--- src/rtl/load_store_unit.sv ---
// Memory-access stage: one req/ack data-memory transaction per start, lane-aligned stores, extended loads.
// Optional MISALIGN_TRAP_EN: misaligned H/W accesses complete with err instead of being force-aligned.
module load_store_unit #(
    parameter int width   = 32,
    parameter int TIMEOUT = 64
) (
    input  logic             clk,
    input  logic             rst_n,
    input  logic             start,
    input  logic             is_store,
    input  logic [2:0]       funct3,
    input  logic [width-1:0] addr,
    input  logic [width-1:0] wdata,
    output logic             busy,
    output logic             done,
    output logic             err,
    output logic [width-1:0] rdata,
    output logic             mem_req,
    output logic             mem_we,
    output logic [width-1:0] mem_addr,
    output logic [3:0]       mem_be,
    output logic [width-1:0] mem_wdata,
    input  logic             mem_ack,
    input  logic [width-1:0] mem_rdata,
    output logic [1:0]       dbg_state
);
    // Handshake: mem_req rises on entry to REQ with all mem_* fields stable, and stays high
    // until the cycle mem_ack is sampled high (or the timeout fires); mem_ack elsewhere is ignored.
    typedef enum logic [1:0] {IDLE = 2'd0, REQ = 2'd1, DONE = 2'd2} state_t;
    localparam int CW = $clog2(TIMEOUT + 1);

    state_t           state_q, state_d;
    logic [CW-1:0]    cnt_q;
    logic             st_q;
    logic [2:0]       f3_q;
    logic [1:0]       off_q;
    logic             illegal, bad;
    logic [1:0]       off;
    logic [3:0]       be;
    logic             fire_req, fire_err, ack_ok, tmo;
    logic [width-1:0] lane, ext;

    always_comb begin
        illegal = (funct3[1:0] == 2'b11) || (funct3 == 3'b110) || (is_store && funct3[2]);
`ifdef MISALIGN_TRAP_EN
        bad = illegal || (funct3[1:0] == 2'b01 && addr[0])
                      || (funct3[1:0] == 2'b10 && addr[1:0] != 2'b00);
`else
        bad = illegal;
`endif
        // Without the trap, misaligned low bits are simply dropped for H and W.
        off = 2'b00;
        be  = 4'b1111;
        case (funct3[1:0])
            2'b00: begin
                off = addr[1:0];
                be  = 4'b0001 << addr[1:0];
            end
            2'b01: begin
                off = {addr[1], 1'b0};
                be  = 4'b0011 << {addr[1], 1'b0};
            end
            default: ;
        endcase
    end

    always_comb begin
        state_d  = state_q;
        fire_req = 1'b0;
        fire_err = 1'b0;
        ack_ok   = 1'b0;
        tmo      = 1'b0;
        case (state_q)
            IDLE: if (start) begin
                if (bad) begin
                    fire_err = 1'b1;
                    state_d  = DONE;
                end else begin
                    fire_req = 1'b1;
                    state_d  = REQ;
                end
            end
            REQ: if (mem_ack) begin
                ack_ok  = 1'b1;
                state_d = DONE;
            end else if (cnt_q == CW'(TIMEOUT - 1)) begin
                tmo     = 1'b1;
                state_d = DONE;
            end
            DONE:    state_d = IDLE;
            default: state_d = IDLE;
        endcase
    end

    always_ff @(posedge clk or negedge rst_n) begin
        if (!rst_n) state_q <= IDLE;
        else        state_q <= state_d;
    end

    always_comb begin
        lane = mem_rdata >> {off_q, 3'b000};
        case (f3_q)
            3'b000:  ext = {{(width - 8){lane[7]}}, lane[7:0]};
            3'b100:  ext = {{(width - 8){1'b0}}, lane[7:0]};
            3'b001:  ext = {{(width - 16){lane[15]}}, lane[15:0]};
            3'b101:  ext = {{(width - 16){1'b0}}, lane[15:0]};
            default: ext = lane;
        endcase
    end

    always_ff @(posedge clk or negedge rst_n) begin
        if (!rst_n) begin
            cnt_q     <= '0;
            st_q      <= 1'b0;
            f3_q      <= 3'b000;
            off_q     <= 2'b00;
            err       <= 1'b0;
            rdata     <= '0;
            mem_req   <= 1'b0;
            mem_we    <= 1'b0;
            mem_addr  <= '0;
            mem_be    <= 4'b0000;
            mem_wdata <= '0;
        end else begin
            err <= fire_err || tmo;
            if (fire_req) begin
                mem_req   <= 1'b1;
                mem_we    <= is_store;
                mem_addr  <= {addr[width-1:2], 2'b00};
                mem_be    <= be;
                mem_wdata <= wdata << {off, 3'b000};
                st_q      <= is_store;
                f3_q      <= funct3;
                off_q     <= off;
            end else if (ack_ok || tmo) begin
                mem_req <= 1'b0;
                mem_we  <= 1'b0;
            end
            if (ack_ok && !st_q) rdata <= ext;
            if (state_q == REQ && !mem_ack) cnt_q <= cnt_q + CW'(1);
            else                            cnt_q <= '0;
        end
    end

    assign busy      = (state_q != IDLE);
    assign done      = (state_q == DONE);
    assign dbg_state = state_q;
endmodule
--- config.mk ---
export PLATFORM = sky130hd
export DESIGN_NAME = load_store_unit
export DESIGN_NICKNAME = d
export VERILOG_FILES = /design/src/rtl/load_store_unit.sv
export SDC_FILE = /design/constraint.sdc
export NUM_CORES = 1
export LEC_CHECK = 0
export ABC_AREA = 0
export ABC_CLOCK_PERIOD_IN_PS = 1800
export CORE_AREA = 2 2 115 117
export CTS_CLUSTER_SIZE = 20
export DETAILED_ROUTE_END_ITERATION = 8
export DIE_AREA = 0 0 117 119
export PLACE_DENSITY = 0.85
export SYNTH_ARGS = -nofsm -noshare
export SYNTH_HDL_FRONTEND = slang
export SYNTH_SLANG_ARGS = --single-unit
--- constraint.sdc ---
create_clock -name clk -period 1.8 [get_ports clk]
set_input_delay 0.27 -clock clk [delete_from_list [all_inputs] [get_ports clk]]
set_output_delay 0.27 -clock clk [all_outputs]
set_load 0.01 [all_outputs]
* Yosys cells after proc, flatten, opt, wreduce, memory -nomap -nowiden
Cells that the tools add are included.
** Word-level totals
- Word-level logic and storage cells :: 66
- Output and inout bits :: 107
- Input port bits :: 104
- Flip-flop bits (word level) :: 116
** Cells by class
- Muxes and demuxes :: 23
- Shifts and indexed selects :: 4
- Eq/ne operators :: 11
- Add/subtract/negate cells :: 1
- Reductions and logical operators :: 15
** Operators with widths (number)
- 32-bit case mux with 4 select lines :: 1
- 32-bit by 5-bit left shift with 32-bit output :: 1
- 32-bit by 5-bit >> shifter with 32-bit output :: 1
- 1-bit 2-to-1 mux :: 14
- 3-bit equality test, second input constant :: 3
- 2-bit 2-to-1 mux :: 4
- 2-bit case mux with 2 select lines :: 2
- 4-bit case mux with 2 select lines :: 1
- 7-bit by 1-bit adder with 7-bit output, second input constant :: 1
- 7-bit by 6-bit equality test with 1-bit output, second input constant :: 1
- 7-bit 2-to-1 mux :: 1
- 2-bit by 1-bit equality test with 1-bit output, second input constant :: 2
- 2-bit equality test, second input constant :: 2
- 2-bit logical NOT :: 2
- 1-bit logical OR :: 4
- 2-bit nonzero test :: 2
- 1-bit by 2-bit left shift with 4-bit output, first input constant :: 1
- 2-bit by 2-bit left shift with 4-bit output, first input constant :: 1
- 3-bit by 1-bit equality test with 1-bit output, second input constant :: 1
- 1-bit logical AND :: 3
- 3-bit logical NOT :: 1
- 3-bit != test, second input constant :: 1
- 1-bit logical NOT :: 2
- 2-bit != test, second input constant :: 1
- 2-bit AND reduction :: 1

* Logic depth before layout (Yosys ltp)
Gate-level depths: netlist (run 1).
- Word-level depth :: 7
- Mapped depth :: 7
- Depth with buffers taken out :: 5

* Worst setup path before layout (run 1)
No wires, ideal clock.
- Path kind :: reg-to-reg
- Start :: reg state_q[0] (netlist: dbg_state[0])
- End :: reg rdata[28]
- Cell stages (with the launch flop) :: 7
- Setup slack :: 0.137 ns
- Arrival :: 1.536 ns
- Required time :: 1.673 ns
- Clock period less this slack :: 1.663 ns
- Path through :: dfrtp_1 nor2b_2 and3b_1 clkbuf_1 and3_1 clkbuf_1 a221o_2
** Between the ends
- Cells in the longest elaborated chain, start to end :: 3
** RTL lines
- start, declared :: line 32 : state_t state_q, state_d;
- start signal, assigned :: line 97 : else state_q <= state_d;
- 2-bit by 1-bit equality test with 1-bit output :: line 73 : case (state_q)
- 1-bit 2-to-1 mux :: line 73
- 1-bit logical AND :: line 139 : if (ack_ok && !st_q) rdata <= ext;
- end signal, assigned :: line 139
- end, declared :: line 17 : output logic [width-1:0] rdata,
No other way between the ends.
A chain may end at the register's enable or synchronous reset.

* Final worst setup path (run 1)
- Start :: reg off_q[0]
- End :: reg rdata[19]
** Between the ends
- Cells in the longest elaborated chain, start to end :: 2
** RTL lines
- start, declared :: line 36 : logic [1:0] off_q;
- start signal, assigned :: line 116 : off_q <= 2'b00;
- start signal, assigned :: line 134 : off_q <= off;
- 32-bit by 5-bit >> shifter with 32-bit output :: line 101 : lane = mem_rdata >> {off_q, 3'b000};
- 32-bit case mux with 4 select lines :: line 102 : case (f3_q)
No other way between the ends.

==> results of run 1 <==
metrics by stage:
| stage | util [%] | TNS [ps] | power [mW] | setup slack (ps) | hold slack (ps) |
|---|---|---|---|---|---|
| after floorplan | - | 0 | 6.757 | 137.4 | -25.59 |
| final | 68.98 | 0 | 14.07 | 48.69 | 428.2 |
| after global routing | 68.98 | -7.334 | 14.79 | -7.334 | 462.0 |
| after detailed placement | 62.91 | -19500 | 10.07 | -408.9 | 297.9 |
| after CTS | 68.59 | 0 | 14.08 | 11.71 | 429.0 |
| after global placement | 62.91 | -15470 | 9.880 | -359.9 | 291.1 |
power by group:
group	total [mW]	switching, mW	internal, mW
combinational	5.69	2.31	3.38
sequential	4.50	0.741	3.76
clock	3.88	1.15	2.73
routing by layer:
metal  vias up  GRT usage, %  routed length, um
met5         -             0                  0
li1       2209             -                  -
met2       235         40.46               8175
met3        35         7.328               1315
met1      2340         27.21               6277
met4         0         9.265                367
sequential cells by signal, summed over array words and instances (netlist names):
register,flops
rdata,32
st_q,1
cnt_q,7
dbg_state,2
f3_q,3
mem_be,4
err,1
mem_req,1
mem_wdata,32
mem_we,1
mem_addr,30
off_q,2
kinds of logic (layout without fill, tap and decap cells):
logic type                 Yosys count  after routing  synth area share [%]
and+or+nand+nor                    119            119                 10.51
adders and majority gates            1              1                0.2269
muxes                              100            100                 19.34
DFF                                116            116                 52.66
AOI/OAI and AO/OA                  103            103                 12.60
xor gates and xnor gates             4              4                0.6356
other                                1              2               0.06802
buffers and inverters               40            298                 3.972
layout by cell type, fill, tap and decap left out, drive strengths merged, types with 2 or more instances in the layout:
cell type      count
and3               8
nand3              3
conb               2
a21oi             22
or2                2
a211o              7
inv                5
dlygate4sd2        2
clkdlybuf4s50    205
xor2               3
mux2i             48
clkbuf            23
buf               53
bufinv             6
nor3b              2
o21ai             41
or3                2
and2               7
nand2             47
a2bb2oi            8
o31ai              8
a221o              9
clkinv             2
nor3               2
nor2              35
nor2b              5
and3b              2
dfrtp            116
mux2              52
Yosys cell counts, types with 2 or more instances:
master     count  area [sq um]
dfrtp_1      116          2903
mux2_2        52         585.6
mux2i_1       48         480.5
nand2_1       47         176.4
o21ai_0       40         200.2
nor2_1        33         123.9
a21oi_1       22         110.1
buf_2         15         75.07
clkbuf_1      10         37.54
a2bb2oi_1      8         70.07
and3_1         8         50.05
o31ai_1        8         60.06
and2_1         7         43.79
a221o_1        6         60.06
buf_4          5         37.54
inv_1          5         18.77
a211o_2        4         40.04
buf_6          4         45.04
nor2b_1        4         25.02
a211o_1        3         26.28
a221o_2        3         33.78
nand3_1        3         15.01
xor2_1         3         26.28
and3b_1        2         17.52
nor3_1         2         10.01
nor3b_2        2         25.02
or2_2          2         12.51
or3_1          2         12.51
layout make-up:
| type | count | area, sq um | share of cell area (%) |
|---|---|---|---|
| Timing Repair Buffer | 262 | 2628 | 29.59 |
| Inverter | 5 | 18.77 | 0.2113 |
| Sequential cell | 116 | 2904 | 32.70 |
| Clock inverter | 9 | 197.7 | 2.226 |
| Tap cell | 176 | 220.2 | 2.480 |
| Multi-Input combinational cell | 329 | 2429 | 27.35 |
| Clock buffer | 22 | 484.2 | 5.452 |
worst paths after layout:
| kind | end | cells past startpoint |
|---|---|---|
| worst max-delay path | rdata[19] | 4 |
| worst min-delay path | mem_addr[24] | 3 |
| worst max register to register | rdata[19] | 4 |
| worst min register to register | cnt_q[0] | 1 |
| max in group asynchronous | off_q[1] | 3 |
| min in group clk | cnt_q[0] | 1 |
worst reg2reg max path: cells and delay by family (launching register included):
| family | cells | cell delay (ps) |
|---|---|---|
| and+or+nand+nor | 1 | 210 |
| buffers and inverters | 1 | 290 |
| DFF | 1 | 460 |
| muxes | 1 | 400 |
| AOI/OAI and AO/OA | 1 | 270 |
what timing repair did:
item | CTS | global route
setup endpoints to repair | 27 | 21
cloned | 0 | 1
pin swaps | 1 | 0
setup buffers | 1 | 1
endpoints found under the hold margin | 116 | 0
hold buffers | 1 | 0
resized for setup | 9 | 3
==> results by group, run 1 <==
Timing
  – Final hold vios: 0
  – Max Clock Freq: 571.0 MHz
  – Final period util: 97.30%
  – Worst clock skew: 8.114 ps
  – Final setup vio count: 0
  – Final max-slew violation count: 0
  – Post-route minimum period: 1751 ps

Synth
  – Avg Synthesized Cell Area: 11.39 sq um
  – Cells after Synth: 484
  – EDFF count, synth: 0
  – Mapped Area: 0.005513 sq mm
  – Top FF cell, synth: dfrtp_1
  – Synth warn: 0
  – Post-synthesis cell type count: 48
  – Post-synthesis async set-or-reset flop share: 100.0%
  – #FFs+latches synth: 116
  – Sequential area share after synthesis: 52.66%

Route
  – Vias per inst: 5.244
  – Initial DRC Count: 333
  – DRT Pass-1 Iters: 5
  – Residual DRC count: 0
  – Routed WL per cell: 17.56 um
  – Routed Antenna Nets: 0
  – Total wire length: 16.14 mm
  – Vias: 4819

CTS
  – CTS tree: done
  – CTS Sinks: 116
  – H-tree depth: 4
  – Max clock buf depth: 2
  – Worst skew pair latency: 410 ps
  – Reg clk slew, reported paths: 50 ps
  – Root buf cell: clkbuf_16
  – CTS Buf Count: 17

Power
  – Lkg Pwr: 3.935 nW
  – PD cells: 1585 mW/mm^2
  – IR drop worst, VDD: 1.163 mV

Setup path
  – Crit-path slowest cell: dfrtp_1
  – CP Launch Point: off_q[0]
  – Critical path's top delay family: flip-flops
  – Critical path arrival: 2040 ps
  – Crit path largest cell delay: 460 ps
  – Reg2Reg Setup Slack: 50 ps
  – Type of the worst setup path: flop to flop
  – CP Max Fanout: 16
  – Sequence of cells on the critical path: buf_4 -> mux2_2 -> and3_1 -> a211o_2
  – Bufs and invs on worst path: 1
  – Setup crit end kind: flop
  – WP data required: 2090 ps
  – Worst r2r src: off_q[0]
  – Worst Setup Start Kind: flop

Global route
  – All-layer global routing usage: 23.60%
  – First-pass GRT wire length: 25.34 mm
  – Overflow left after global routing: 0
  – Largest net degree at the start of global routing: 64
  – Initial antenna violation count: 0
  – Vias in the first global route: 5094

Cells and area
  – Non-Filler Instances: 919
  – Fillers: 932
  – Share of post-route cells with drive strength above 1: 21.94%
  – Area growth, synth to finish: 61.10%
  – Post-layout instance area: 0.008881 sq mm
  – N_diodes: 0
  – Nets: 836

Die
  – Die H: 119 um
  – Horiz. Die Dim: 117 um
  – Die area: 0.01392 sq mm
  – Core area: 0.01287 sq mm
  – Ports: 211
  – Row count: 42
  – Starting Density: 42.82%

Placed design
  – Placed instance count: 884
  – Gpl congestion: 0.9671
  – Count of input and output buffers: 208
  – Placed Area: 0.008099 sq mm
  – Post-DP HPWL: 11.95 mm

Worst hold path
  – Worst min path class: primary input to asynchronous set/reset pin

Run
  – Max-cap violations: 0

Outcome
  – Status: completed
Note: power is estimated with default switching activity, not from simulation.
==> run 2, diff against run 1 <==
--- a/config.mk
+++ b/config.mk
@@ -12,6 +12,7 @@
 export DETAILED_ROUTE_END_ITERATION = 8
 export DIE_AREA = 0 0 117 119
 export PLACE_DENSITY = 0.85
+export SLEW_MARGIN = 20
 export SYNTH_ARGS = -nofsm -noshare
 export SYNTH_HDL_FRONTEND = slang
 export SYNTH_SLANG_ARGS = --single-unit
==> results of run 2 <==
No change in the layout: final DEF, timing and power equal those of run 1.
